===== config.mk =====
export PLATFORM = sky130hd
export DESIGN_NAME = ind_seq_ctrl_flat
export DESIGN_NICKNAME = d
export VERILOG_FILES = /design/src/rtl/ind_pkg.sv /design/src/rtl/ind_seq_ctrl_if.sv /design/src/rtl/ind_seq_ctrl_prescaler.sv /design/src/rtl/ind_seq_ctrl.sv /design/src/flat_wrapper.sv
export SDC_FILE = /design/constraint.sdc
export NUM_CORES = 1
export LEC_CHECK = 0
export CAP_MARGIN = 30
export CORE_AREA = 2 2 108 110
export DETAILED_ROUTE_END_ITERATION = 10
export DIE_AREA = 0 0 110 112
export HOLD_SLACK_MARGIN = 0.12
export PLACE_DENSITY_LB_ADDON = 0.05
export SYNTH_ARGS = -nofsm -noshare
export SYNTH_HDL_FRONTEND = slang
export SYNTH_SLANG_ARGS = --single-unit

===== constraint.sdc =====
create_clock -name clk -period 5 [get_ports clk]
set_clock_uncertainty 0.1 [all_clocks]
set_input_delay 1 -clock clk [delete_from_list [all_inputs] [get_ports clk]]
set_output_delay 1 -clock clk [all_outputs]
set_load 0.02 [all_outputs]

===== src/rtl/ind_pkg.sv =====
// Shared types and constants for the indicator sequencer and its prescaler.
package ind_pkg;

    typedef enum logic [1:0] {
        ST_IDLE  = 2'd0,
        ST_RUN   = 2'd1,
        ST_BURST = 2'd2
    } state_e;

    typedef enum logic [1:0] {
        OP_STOP     = 2'b00,
        OP_RUN      = 2'b01,
        OP_BURST    = 2'b10,
        OP_LOAD_DIV = 2'b11
    } cmd_op_e;

    localparam logic [15:0] DEFAULT_DIV = 16'd49999;

endpackage


===== src/rtl/ind_seq_ctrl_if.sv =====
// Command handshake between the register/command logic (master) and the sequencer (slave).
interface ind_seq_ctrl_if #(
    parameter int unsigned DIV_W = 16
) ();

    logic             cmd_valid;
    logic             cmd_ready;
    logic [1:0]       cmd_op;
    logic [DIV_W-1:0] cmd_data;

    modport master (
        output cmd_valid,
        output cmd_op,
        output cmd_data,
        input  cmd_ready
    );

    modport slave (
        input  cmd_valid,
        input  cmd_op,
        input  cmd_data,
        output cmd_ready
    );

endinterface


===== src/rtl/ind_seq_ctrl_prescaler.sv =====
// Period counter for the sequencer: counts cycles while active and raises a registered
// tick one cycle ahead, so the tick is visible during the cycle the step takes effect.
module ind_prescaler #(
    parameter int unsigned DIV_W = 16
) (
    input  logic             clk,
    input  logic             rst,
    input  logic             i_restart,
    input  logic             i_active,
    input  logic             i_active_next,
    input  logic [DIV_W-1:0] i_div_next,
    output logic             o_tick,
    output logic             o_tick_next
);

    logic [DIV_W-1:0] r_pcnt;
    logic [DIV_W-1:0] w_pcnt_next;
    logic             r_tick;

    always_comb begin
        w_pcnt_next = r_pcnt;
        if (i_restart || r_tick) begin
            w_pcnt_next = '0;
        end else if (i_active) begin
            w_pcnt_next = r_pcnt + DIV_W'(1);
        end
    end

    // >= rather than == so a divisor lowered below the running count fires at once.
    assign o_tick_next = i_active_next && (w_pcnt_next >= i_div_next);

    always_ff @(posedge clk) begin
        if (rst) begin
            r_pcnt <= '0;
            r_tick <= 1'b0;
        end else begin
            r_pcnt <= w_pcnt_next;
            r_tick <= o_tick_next;
        end
    end

    assign o_tick = r_tick;

endmodule


===== src/rtl/ind_seq_ctrl.sv =====
// Indicator sequencer: accepts STOP/RUN/BURST/LOAD_DIV commands, issues step and clear
// strobes to the pattern generator and mirrors its 3-bit phase.
module ind_seq_ctrl #(
    parameter int unsigned DIV_W       = 16,
    parameter int unsigned DEFAULT_DIV = ind_pkg::DEFAULT_DIV
) (
    input  logic                 clk,
    input  logic                 rst,
    ind_seq_ctrl_if.slave        cmd,
    input  logic                 i_abort,
    output logic                 o_step_en,
    output logic                 o_seq_clr,
    output logic [2:0]           o_phase,
    output logic                 o_wrap,
    output logic                 o_busy
);

    import ind_pkg::*;

    state_e           r_state;
    state_e           w_state_next;
    logic [DIV_W-1:0] r_div;
    logic [DIV_W-1:0] w_div_next;
    logic [DIV_W-1:0] r_bcnt;
    logic [DIV_W-1:0] w_bcnt_next;
    logic [DIV_W-1:0] w_data;
    logic [2:0]       r_phase;
    logic [2:0]       w_phase_next;
    logic             r_seq_clr;
    logic             r_wrap;
    logic             r_busy;
    logic             r_cmd_ready;
    logic             r_abort_d;
    logic             w_tick;
    logic             w_tick_next;
    logic             w_accept;
    logic             w_restart;
    cmd_op_e          w_op;

    assign cmd.cmd_ready = r_cmd_ready & ~i_abort;
    assign w_accept      = cmd.cmd_valid & r_cmd_ready & ~i_abort;
    assign w_op          = cmd_op_e'(cmd.cmd_op);
    assign w_data        = DIV_W'(cmd.cmd_data);

    always_comb begin
        w_state_next = r_state;
        w_div_next   = r_div;
        w_bcnt_next  = r_bcnt;
        w_restart    = 1'b0;
        w_phase_next = w_tick ? r_phase + 3'd1 : r_phase;
        if (i_abort) begin
            w_state_next = ST_IDLE;
            w_bcnt_next  = '0;
            w_phase_next = 3'd0;
            w_restart    = 1'b1;
        end else begin
            case (r_state)
                ST_IDLE: begin
                    if (w_accept) begin
                        case (w_op)
                            OP_RUN: begin
                                w_state_next = ST_RUN;
                                w_restart    = 1'b1;
                            end
                            OP_BURST: begin
                                if (w_data != '0) begin
                                    w_state_next = ST_BURST;
                                    w_bcnt_next  = w_data;
                                    w_restart    = 1'b1;
                                end
                            end
                            OP_LOAD_DIV: w_div_next = w_data;
                            default: ;
                        endcase
                    end
                end
                ST_RUN: begin
                    if (w_accept) begin
                        case (w_op)
                            OP_STOP:     w_state_next = ST_IDLE;
                            OP_LOAD_DIV: w_div_next   = w_data;
                            default:     w_restart    = 1'b1;
                        endcase
                    end
                end
                ST_BURST: begin
                    if (w_tick) begin
                        w_bcnt_next = r_bcnt - DIV_W'(1);
                        if (r_bcnt == DIV_W'(1)) begin
                            w_state_next = ST_IDLE;
                        end
                    end
                end
                default: w_state_next = ST_IDLE;
            endcase
        end
    end

    ind_prescaler #(
        .DIV_W (DIV_W)
    ) u_prescaler (
        .clk           (clk),
        .rst           (rst),
        .i_restart     (w_restart),
        .i_active      (r_state != ST_IDLE),
        .i_active_next (w_state_next != ST_IDLE),
        .i_div_next    (w_div_next),
        .o_tick        (w_tick),
        .o_tick_next   (w_tick_next)
    );

    always_ff @(posedge clk) begin
        if (rst) begin
            r_state     <= ST_IDLE;
            r_div       <= DIV_W'(DEFAULT_DIV);
            r_bcnt      <= '0;
            r_phase     <= 3'd0;
            r_seq_clr   <= 1'b0;
            r_wrap      <= 1'b0;
            r_busy      <= 1'b0;
            r_cmd_ready <= 1'b1;
            r_abort_d   <= 1'b0;
        end else begin
            r_state     <= w_state_next;
            r_div       <= w_div_next;
            r_bcnt      <= w_bcnt_next;
            r_phase     <= w_phase_next;
            r_seq_clr   <= i_abort & ~r_abort_d;
            r_wrap      <= w_tick_next && (w_phase_next == 3'd7);
            r_busy      <= (w_state_next != ST_IDLE);
            r_cmd_ready <= (w_state_next != ST_BURST);
            r_abort_d   <= i_abort;
        end
    end

    assign o_step_en = w_tick;
    assign o_seq_clr = r_seq_clr;
    assign o_phase   = r_phase;
    assign o_wrap    = r_wrap;
    assign o_busy    = r_busy;

endmodule

===== src/flat_wrapper.sv =====
// flat-port wrapper written by rule: the top's interface ports become plain ports
module ind_seq_ctrl_flat import ind_pkg::*;
#(
    parameter int unsigned DIV_W       = 16,
    parameter int unsigned DEFAULT_DIV = ind_pkg::DEFAULT_DIV
)
  (clk, rst, i_abort, o_step_en, o_seq_clr, o_phase, o_wrap, o_busy, cmd_cmd_valid, cmd_cmd_op, cmd_cmd_data, cmd_cmd_ready);
  ind_seq_ctrl_if #(.DIV_W(DIV_W)) cmd_i ();
  input  logic clk;
  input  logic rst;
  input  logic i_abort;
  output logic o_step_en;
  output logic o_seq_clr;
  output logic [2:0] o_phase;
  output logic o_wrap;
  output logic o_busy;
  input wire logic [$bits(cmd_i.cmd_valid)-1:0] cmd_cmd_valid;
  input wire logic [$bits(cmd_i.cmd_op)-1:0] cmd_cmd_op;
  input wire logic [$bits(cmd_i.cmd_data)-1:0] cmd_cmd_data;
  output wire logic [$bits(cmd_i.cmd_ready)-1:0] cmd_cmd_ready;
  assign cmd_i.cmd_valid = cmd_cmd_valid;
  assign cmd_i.cmd_op = cmd_cmd_op;
  assign cmd_i.cmd_data = cmd_cmd_data;
  assign cmd_cmd_ready = cmd_i.cmd_ready;
  ind_seq_ctrl #(.DIV_W(DIV_W), .DEFAULT_DIV(DEFAULT_DIV)) u_core (.clk(clk), .rst(rst), .cmd(cmd_i), .i_abort(i_abort), .o_step_en(o_step_en), .o_seq_clr(o_seq_clr), .o_phase(o_phase), .o_wrap(o_wrap), .o_busy(o_busy));
endmodule

==> results of run 1 <==
metal layers:
metal	global-route usage, %	vias to the layer above
met4	4.39	0
met5	0	-
met2	25.4	33
met3	3.34	6
met1	21.2	1330
li1	-	1447
final cells by class:
type | count | area (sq um)
Fill cell | 1175 | 7180
Timing Repair Buffer | 37 | 350
Clock buffer | 13 | 270
Sequential cell | 59 | 1180
Tap cell | 143 | 179
Clock inverter | 2 | 10.0
Multi-Input combinational cell | 304 | 1970
Inverter | 8 | 30.0
per-stage QoR:
stage / hold slack, ns / area, sq um / cells / total power [mW] / util [%]
4_1_cts: 0.286 / 3990 / 566 / 1.17 / 35.7
3_5_place_dp: 0.284 / 3710 / 551 / 0.582 / 33.2
5_1_grt: 0.299 / 3990 / 566 / 1.20 / 35.7
2_1_floorplan: 0.267 / 3280 / 392 / 0.541 / -
6_report: 0.282 / 3990 / 566 / 1.15 / 35.7
3_3_place_gp: 0.273 / 3710 / 551 / 0.583 / 33.2
worst register-to-register path: cells and delay by family (launching register included):
| kind | cells | cell delay (ns) |
|---|---|---|
| compound gates | 3 | 0.60 |
| flops | 1 | 0.58 |
| fa+ha+maj | 1 | 0.31 |
| xor+xnor | 1 | 0.26 |
| simple gates | 6 | 1.52 |
worst paths after layout:
| kind | endpoint | cells past startpoint | slack (ns) | start |
|---|---|---|---|---|
| setup / recovery | u_core.o_wrap$_SDFF_PP0_ | 11 | 0.62 | cmd_cmd_data[10] |
| hold / removal | u_core.o_seq_clr$_SDFF_PP0_ | 1 | 0.28 | u_core.r_abort_d$_SDFF_PP0_ |
| setup reg to reg | u_core.o_wrap$_SDFF_PP0_ | 11 | 1.54 | u_core.r_state[0]$_SDFF_PP0_ |
| hold reg to reg | u_core.o_seq_clr$_SDFF_PP0_ | 1 | 0.28 | u_core.r_abort_d$_SDFF_PP0_ |
power groups by stage:
stage	sequential (mW)	clock, mW	combinational [mW]
3_5_place_dp	0.488	0	0.0942
6_report	0.478	0.579	0.0935
4_1_cts	0.478	0.597	0.0946
3_3_place_gp	0.488	0	0.0947
2_1_floorplan	0.488	0	0.0524
5_1_grt	0.479	0.616	0.104
cells in the final DEF, fill, tap and decap left out, types with 3 or more instances in the layout:
master and instances:
sky130_fd_sc_hd__xor2_1 11, sky130_fd_sc_hd__mux2i_1 17, sky130_fd_sc_hd__nand4_1 9, sky130_fd_sc_hd__nand3_1 7, sky130_fd_sc_hd__or2_2 3, sky130_fd_sc_hd__clkbuf_8 3
sky130_fd_sc_hd__nand2_1 40, sky130_fd_sc_hd__xnor2_1 6, sky130_fd_sc_hd__o21ai_0 14, sky130_fd_sc_hd__clkdlybuf4s50_1 29, sky130_fd_sc_hd__ha_1 24, sky130_fd_sc_hd__inv_1 8
sky130_fd_sc_hd__a21oi_1 29, sky130_fd_sc_hd__or4_1 4, sky130_fd_sc_hd__o21ai_1 6, sky130_fd_sc_hd__dfxtp_1 59, sky130_fd_sc_hd__nor2_2 10, sky130_fd_sc_hd__nor2b_1 7
sky130_fd_sc_hd__clkbuf_16 9, sky130_fd_sc_hd__nor2_1 46, sky130_fd_sc_hd__buf_4 8, sky130_fd_sc_hd__a211oi_1 5, sky130_fd_sc_hd__and3_1 5, sky130_fd_sc_hd__nor3_1 13
sky130_fd_sc_hd__nand2b_1 11, sky130_fd_sc_hd__o32ai_1 6, sky130_fd_sc_hd__o21a_1 3
cell families (layout without fill, tap and decap cells):
family          count (synthesis)  count (layout)  share of synthesized area (%)
fa+ha+maj                      24              24                           9.15
compound gates                 78              78                           15.3
mux                            17              17                           5.19
buf+inv                        29              60                           3.89
simple gates                  168             168                           25.9
xor+xnor                       17              17                           4.54
flops                          59              59                           36.0
state kept, by name, indices dropped and copies added, names as in the netlist:
register	cells
u_core.u_prescaler.r_pcnt	16
u_core.o_busy	1
u_core.o_wrap	1
u_core.r_div	16
u_core.o_phase	3
u_core.o_seq_clr	1
u_core.r_bcnt	16
u_core.r_abort_d	1
u_core.r_state	2
u_core.u_prescaler.o_tick	1
u_core.r_cmd_ready	1
==> reports/qor.tcl, run 1 <==
set qor(synth.largest_area_cell) {sky130_fd_sc_hd__dfxtp_1}
set qor(yosys.cell_count.top_type) {sky130_fd_sc_hd__dfxtp_1}
set qor(worst_ep_required_time_ns) 5.09
set qor(synth-seq-area-share_pct) 36.0
set qor(synth-warning-count) 0
set qor(first_global_vias) 2750
set qor(die_area_sq_um) 12300
set qor(detailroute.via_count) 2816
set qor(wl_per_cell_um) 16.2
set qor(critical-path-top-cell-by-count) {sky130_fd_sc_hd__a211oi_1}
set qor(cp_max_fo) 17
set qor(cap_viol_max_count) 0
set qor(cts_root_buf) {sky130_fd_sc_hd__clkbuf_16}
set qor(final_net_count) 465
set qor(setup_ws_ns) 0.623
set qor(drt.antenna.violating_nets) 0
set qor(leakage_component_of_the_power_nw) 1.62
set qor(post_syn_area_per_cell_sq_um) 8.37
set qor(route.detailed.drc) 0
set qor(post-route-period-util_pct) 87.5
set qor(total_cts_buffers) 9
set qor(postCtsSetupBuffers) 0
set qor(ir_worst_vdd_uv) 159
set qor(dieWidth_um) 110
set qor(slew_violations) 0
set qor(grt_start_max_net_pins) 29
set qor(wl_met1_mm) 4.49
set qor(post_synth_most_frequent_cells) {59 x sky130_fd_sc_hd__dfxtp_1, 46 x sky130_fd_sc_hd__nor2_1, 40 x sky130_fd_sc_hd__nand2_1, 29 x sky130_fd_sc_hd__a21oi_1, 24 x sky130_fd_sc_hd__ha_1}
set qor(final.setup.tns_ns) 0
set qor(timing.final.hold_violations) 0
set qor(synth.lib_cells_used.distinct) 49
set qor(via_density_per_instance) 4.98
set qor(clock_insertion_delay_worst_skew_ns) 0.32
set qor(synth.cell_area_sq_um) 3280
set qor(antenna_cells) 0
set qor(internal_power_uw) 887
set qor(cts.path.max_buffers) 2
set qor(io_pins) 30
set qor(clock_sinks) 59
set qor(chipHeight_um) 112
set qor(preCtsSetupSlack_ns) 0.327
set qor(top_cells_by_area_synth) {sky130_fd_sc_hd__dfxtp_1 36%, sky130_fd_sc_hd__ha_1 9.2%, sky130_fd_sc_hd__nor2_1 5.3%}
set qor(yosysTopAreaCellShare_pct) 36.0
set qor(globalRouteOverflowTotal) 0
set qor(globalplace.congestion) 0.748
set qor(layout-drive-gt1-share_pct) 9.93
set qor(crit_buf_inv) 1
set qor(detailedRoute.firstIterationViolations) 100
set qor(timing.critical_path.cells) {clkdlybuf4s50_1 > or4_1 > o41ai_2 > a21oi_1 > or3_1 > nor2_1 > ha_1 > a211o_1 > a21o_1 > a211oi_1 > a211oi_1}
set qor(final_period_minus_worst_setup_slack_ns) 4.38
set qor(fmax_mhz) 228
set qor(worst_path_largest_cell_delay_ns) 0.61
set qor(worstSetupPathType) {primary input to flop}
set qor(outcome) {complete, no violations}
set qor(htreeDepth) 3
set qor(groute.usage.overall_pct) 15.8
set qor(p_sw_uw) 264
set qor(mappedNetlistNets) 438
set qor(number_of_synthesized_flops_with_an_enable_pin) 0
set qor(initial_utilization_pct) 29.4
set qor(relative_contribution_of_sequential_cells_to_total_power_pct) 41.6
set qor(power_switching_share_pct) 22.9
set qor(cts-hold-fix-buffers) 0
set qor(met3WireLength_um) 235
set qor(combinationalPowerShare_pct) 8.1
set qor(relSlewSlack_pct) 47.1
set qor(number_of_antenna_violations_at_the_first_check_in_global_routing) 0
set qor(async_sr_flop_fraction_pct) 0
set qor(row_count) 39
set qor(setup_crit_end_kind) {flop}
set qor(critical-path-slowest-cell) {sky130_fd_sc_hd__or4_1}
set qor(highest_layer) {met4}
set qor(first_pass_iters) 4
set qor(synth_ff_type) {sky130_fd_sc_hd__dfxtp_1}
set qor(grt_setup_unrepaired) {no}
set qor(power_frac_clock_pct) 50.3
set qor(met2WireLength_mm) 4.35
set qor(worst_hold_path_type) {flop to flop}
set qor(tritoncts_clock_tree) {built}
set qor(crit_path_start_kind) {primary input}
set qor(place_hpwl_mm) 6.69
set qor(worst-slew-pin-transition_ns) 0.786
set qor(setup_viol_count_final) 0
set qor(grt_first_pass_wirelength_mm) 14.6
set qor(cellPowerDensity_nw_per_um2) 288
set qor(worst_path_dominant_cell_family) {simple AND/OR/NAND/NOR gates}
set qor(core_sq_um) 11200
set qor(post_synthesis_register_bit_count) 59
set qor(path_clk_slew_ns) 0.05
set qor(worst_ep_arrival_time_ns) 4.47
set qor(netlist_instances) 392
set qor(area_overhead_of_the_layout_relative_to_synthesis_pct) 21.7
set qor(count_of_input_and_output_buffers) 29
set qor(finalWirelength_mm) 9.15
set qor(cts_resized) 0
No activity file was read; power rests on OpenSTA's default activity.
==> run 2: changes to the inputs <==
--- a/config.mk
+++ b/config.mk
@@ -7,6 +7,8 @@
 export LEC_CHECK = 0
 export CAP_MARGIN = 30
 export CORE_AREA = 2 2 108 110
+export CTS_BUF_LIST = sky130_fd_sc_hd__clkbuf_4 sky130_fd_sc_hd__clkbuf_8
+export CTS_CLUSTER_DIAMETER = 50
 export DETAILED_ROUTE_END_ITERATION = 10
 export DIE_AREA = 0 0 110 112
 export HOLD_SLACK_MARGIN = 0.12
==> reports/qor.tcl, run 2 (same netlist as run 1, synthesis figures left out) <==
set qor(die_area_sq_um) 12300 ;# unchanged
set qor(worstReg2RegStart) {u_core.r_state[0]$_SDFF_PP0_} ;# unchanged
set qor(cts.path.max_buffers) 2 ;# unchanged
set qor(crit_path_start_kind) {primary input} ;# unchanged
set qor(worst_ep_required_time_ns) 5.12 ;# was 5.09 ns
set qor(cap_viol_max_count) 0 ;# unchanged
set qor(worst_path_dominant_cell_family) {simple AND/OR/NAND/NOR gates} ;# unchanged
set qor(drt.antenna.violating_nets) 0 ;# unchanged
set qor(slew_violations) 0 ;# unchanged
set qor(clock_insertion_delay_worst_skew_ns) 0.35 ;# was 0.32 ns
set qor(worstHoldEndpoint) {u_core.o_seq_clr$_SDFF_PP0_} ;# unchanged
set qor(place_hpwl_mm) 6.69 ;# unchanged
set qor(io_pins) 30 ;# unchanged
set qor(cp_max_fo) 17 ;# unchanged
set qor(initial_utilization_pct) 29.4 ;# unchanged
set qor(total_cts_buffers) 9 ;# unchanged
set qor(worst-slew-pin-transition_ns) 0.786 ;# about the same
set qor(worstHoldStart) {u_core.r_abort_d$_SDFF_PP0_} ;# unchanged
set qor(globalplace.congestion) 0.748 ;# unchanged
set qor(layout-drive-gt1-share_pct) 10.2 ;# was 9.93%
set qor(critical-path-slowest-cell) {sky130_fd_sc_hd__or4_1} ;# unchanged
set qor(ir_worst_vdd_uv) 89.4 ;# was 159 uV
set qor(row_count) 39 ;# unchanged
set qor(globalRouteOverflowTotal) 0 ;# unchanged
set qor(detailedRoute.firstIterationViolations) 94 ;# was 100
set qor(multi_input_comb_area_sq_um) 1970 ;# unchanged
set qor(registers_with_the_most_flip_flops) {u_core.r_bcnt: 16 flops, u_core.r_div: 16 flops, u_core.u_prescaler.r_pcnt: 16 flops} ;# unchanged
set qor(hold_ws_ns) 0.285 ;# was 0.282 ns
set qor(number_of_antenna_violations_at_the_first_check_in_global_routing) 0 ;# unchanged
set qor(grt_first_pass_wirelength_mm) 14.6 ;# unchanged
set qor(cts-hold-fix-buffers) 0 ;# unchanged
set qor(worst_path_largest_cell_delay_ns) 0.61 ;# about the same
set qor(cts_root_buf) {sky130_fd_sc_hd__clkbuf_8} ;# was sky130_fd_sc_hd__clkbuf_16
set qor(setup_ws_ns) 0.660 ;# was 0.623 ns
set qor(worst_hold_path_type) {flop to flop} ;# unchanged
set qor(worst_r2r_endpoint) {u_core.u_prescaler.o_tick$_SDFF_PP0_} ;# was u_core.o_wrap$_SDFF_PP0_
set qor(groute.usage.overall_pct) 15.9 ;# was 15.8%
set qor(postCtsSetupBuffers) 0 ;# unchanged
set qor(core_sq_um) 11200 ;# unchanged
set qor(setup_crit_end_kind) {flop} ;# unchanged
set qor(layout_common_cells) {59 x sky130_fd_sc_hd__dfxtp_1, 46 x sky130_fd_sc_hd__nor2_1, 40 x sky130_fd_sc_hd__nand2_1} ;# unchanged
set qor(worst_ep_arrival_time_ns) 4.46 ;# was 4.47 ns
set qor(dieWidth_um) 110 ;# unchanged
set qor(worstSetupPathType) {primary input to flop} ;# unchanged
set qor(crit_buf_inv) 1 ;# unchanged
set qor(detailroute.via_count) 2827 ;# was 2816
set qor(area_overhead_of_the_layout_relative_to_synthesis_pct) 18.7 ;# was 21.7%
set qor(regToRegSetupSlack_ns) 1.55 ;# was 1.54 ns
set qor(via_density_per_instance) 4.99 ;# was 4.98
set qor(tritoncts_clock_tree) {built} ;# unchanged
set qor(filler_cell_count) 1190 ;# was 1175
set qor(leakage_component_of_the_power_nw) 1.58 ;# was 1.62 nW
set qor(cellPowerDensity_nw_per_um2) 253 ;# was 288 nW/um^2
set qor(fmax_mhz) 230 ;# was 228 MHz
set qor(path_clk_slew_ns) 0.07 ;# was 0.05 ns
set qor(final-seq-area_sq_um) 1180 ;# unchanged
set qor(clock_sinks) 59 ;# unchanged
set qor(first_global_vias) 2757 ;# was 2750
set qor(holdPathStages) 1 ;# unchanged
set qor(timing.final.hold_violations) 0 ;# unchanged
set qor(timing.critical_path.cells) {clkdlybuf4s50_1 > or4_1 > o41ai_2 > a21oi_1 > or3_1 > nor2_1 > ha_1 > a211o_1 > a21o_1 > a211oi_1 > a211oi_1} ;# unchanged
set qor(setup_viol_count_final) 0 ;# unchanged
set qor(relSlewSlack_pct) 47.1 ;# unchanged
set qor(chipHeight_um) 112 ;# unchanged
set qor(route.detailed.drc) 0 ;# unchanged
set qor(cts_resized) 0 ;# unchanged
set qor(grt_start_max_net_pins) 29 ;# unchanged
set qor(wl_per_cell_um) 16.3 ;# was 16.2 um
set qor(final_period_minus_worst_setup_slack_ns) 4.34 ;# was 4.38 ns
set qor(post-route-period-util_pct) 86.8 ;# was 87.5%
set qor(preCtsSetupSlack_ns) 0.327 ;# unchanged
set qor(final_net_count) 465 ;# unchanged
set qor(layout.cells.most_common) {sky130_fd_sc_hd__dfxtp_1} ;# unchanged
set qor(outcome) {complete, no violations} ;# unchanged
set qor(finalWirelength_mm) 9.22 ;# was 9.15 mm
set qor(worst-r2r-cell-count) 11 ;# unchanged
set qor(antenna_cells) 0 ;# unchanged
set qor(count_of_input_and_output_buffers) 29 ;# unchanged
set qor(final.setup.tns_ns) 0 ;# unchanged
set qor(first_pass_iters) 4 ;# unchanged
set qor(grt_setup_unrepaired) {no} ;# unchanged
set qor(critical-path-top-cell-by-count) {sky130_fd_sc_hd__a211oi_1} ;# unchanged
set qor(htreeDepth) 3 ;# unchanged
run 2: cell counts in the layout (fill, tap and decap cells not counted):
Identical to the previous run, type by type.
run 2: report_power, final:
part	internal, mW	switching [mW]
Combinational	0.0398	0.0536
Clock	0.222	0.193
Sequential	0.475	0.00233
Total	0.737	0.249
run 2: area by class of cell:
type	count	area share (%)
multi-input combinational	304	50.6
sequential	59	30.3
tap	143	4.59
clock buffer	13	4.43
timing repair buffer	37	8.99
inverter	8	0.771
clock inverter	2	0.257
run 2: worst max path at each step:
stage / depth (start not counted) / start / slack, ns / end
floorplan: 12 / cmd_cmd_data[9] / 1.07 / u_core.o_wrap$_SDFF_PP0_
global placement: 12 / cmd_cmd_data[2] / 0.36 / u_core.u_prescaler.o_tick$_SDFF_PP0_
detailed placement: 11 / cmd_cmd_data[2] / 0.33 / u_core.o_wrap$_SDFF_PP0_
CTS: 11 / cmd_cmd_data[2] / 0.71 / u_core.o_wrap$_SDFF_PP0_
global route: 12 / cmd_cmd_data[10] / 0.40 / u_core.o_wrap$_SDFF_PP0_
finish: 11 / cmd_cmd_data[10] / 0.66 / u_core.u_prescaler.o_tick$_SDFF_PP0_
run 2: metal layers:
metal / wire [um] / vias to the layer above / GRT usage (%)
met2: 4370 / 42 / 25.4
met5: 0 / - / 0
met1: 4480 / 1334 / 21.1
met3: 254 / 9 / 2.46
met4: 115 / 0 / 6.67
li1: - / 1442 / -
run 2: metrics by stage:
| stage | cells | power [mW] | cell area (sq um) | util [%] |
|---|---|---|---|---|
| floorplan | 392 | 0.541 | 3280 | - |
| global placement | 551 | 0.583 | 3710 | 33.2 |
| detailed placement | 551 | 0.582 | 3710 | 33.2 |
| CTS | 566 | 1.00 | 3890 | 34.9 |
| global route | 566 | 1.03 | 3890 | 34.9 |
| finish | 566 | 0.986 | 3890 | 34.9 |
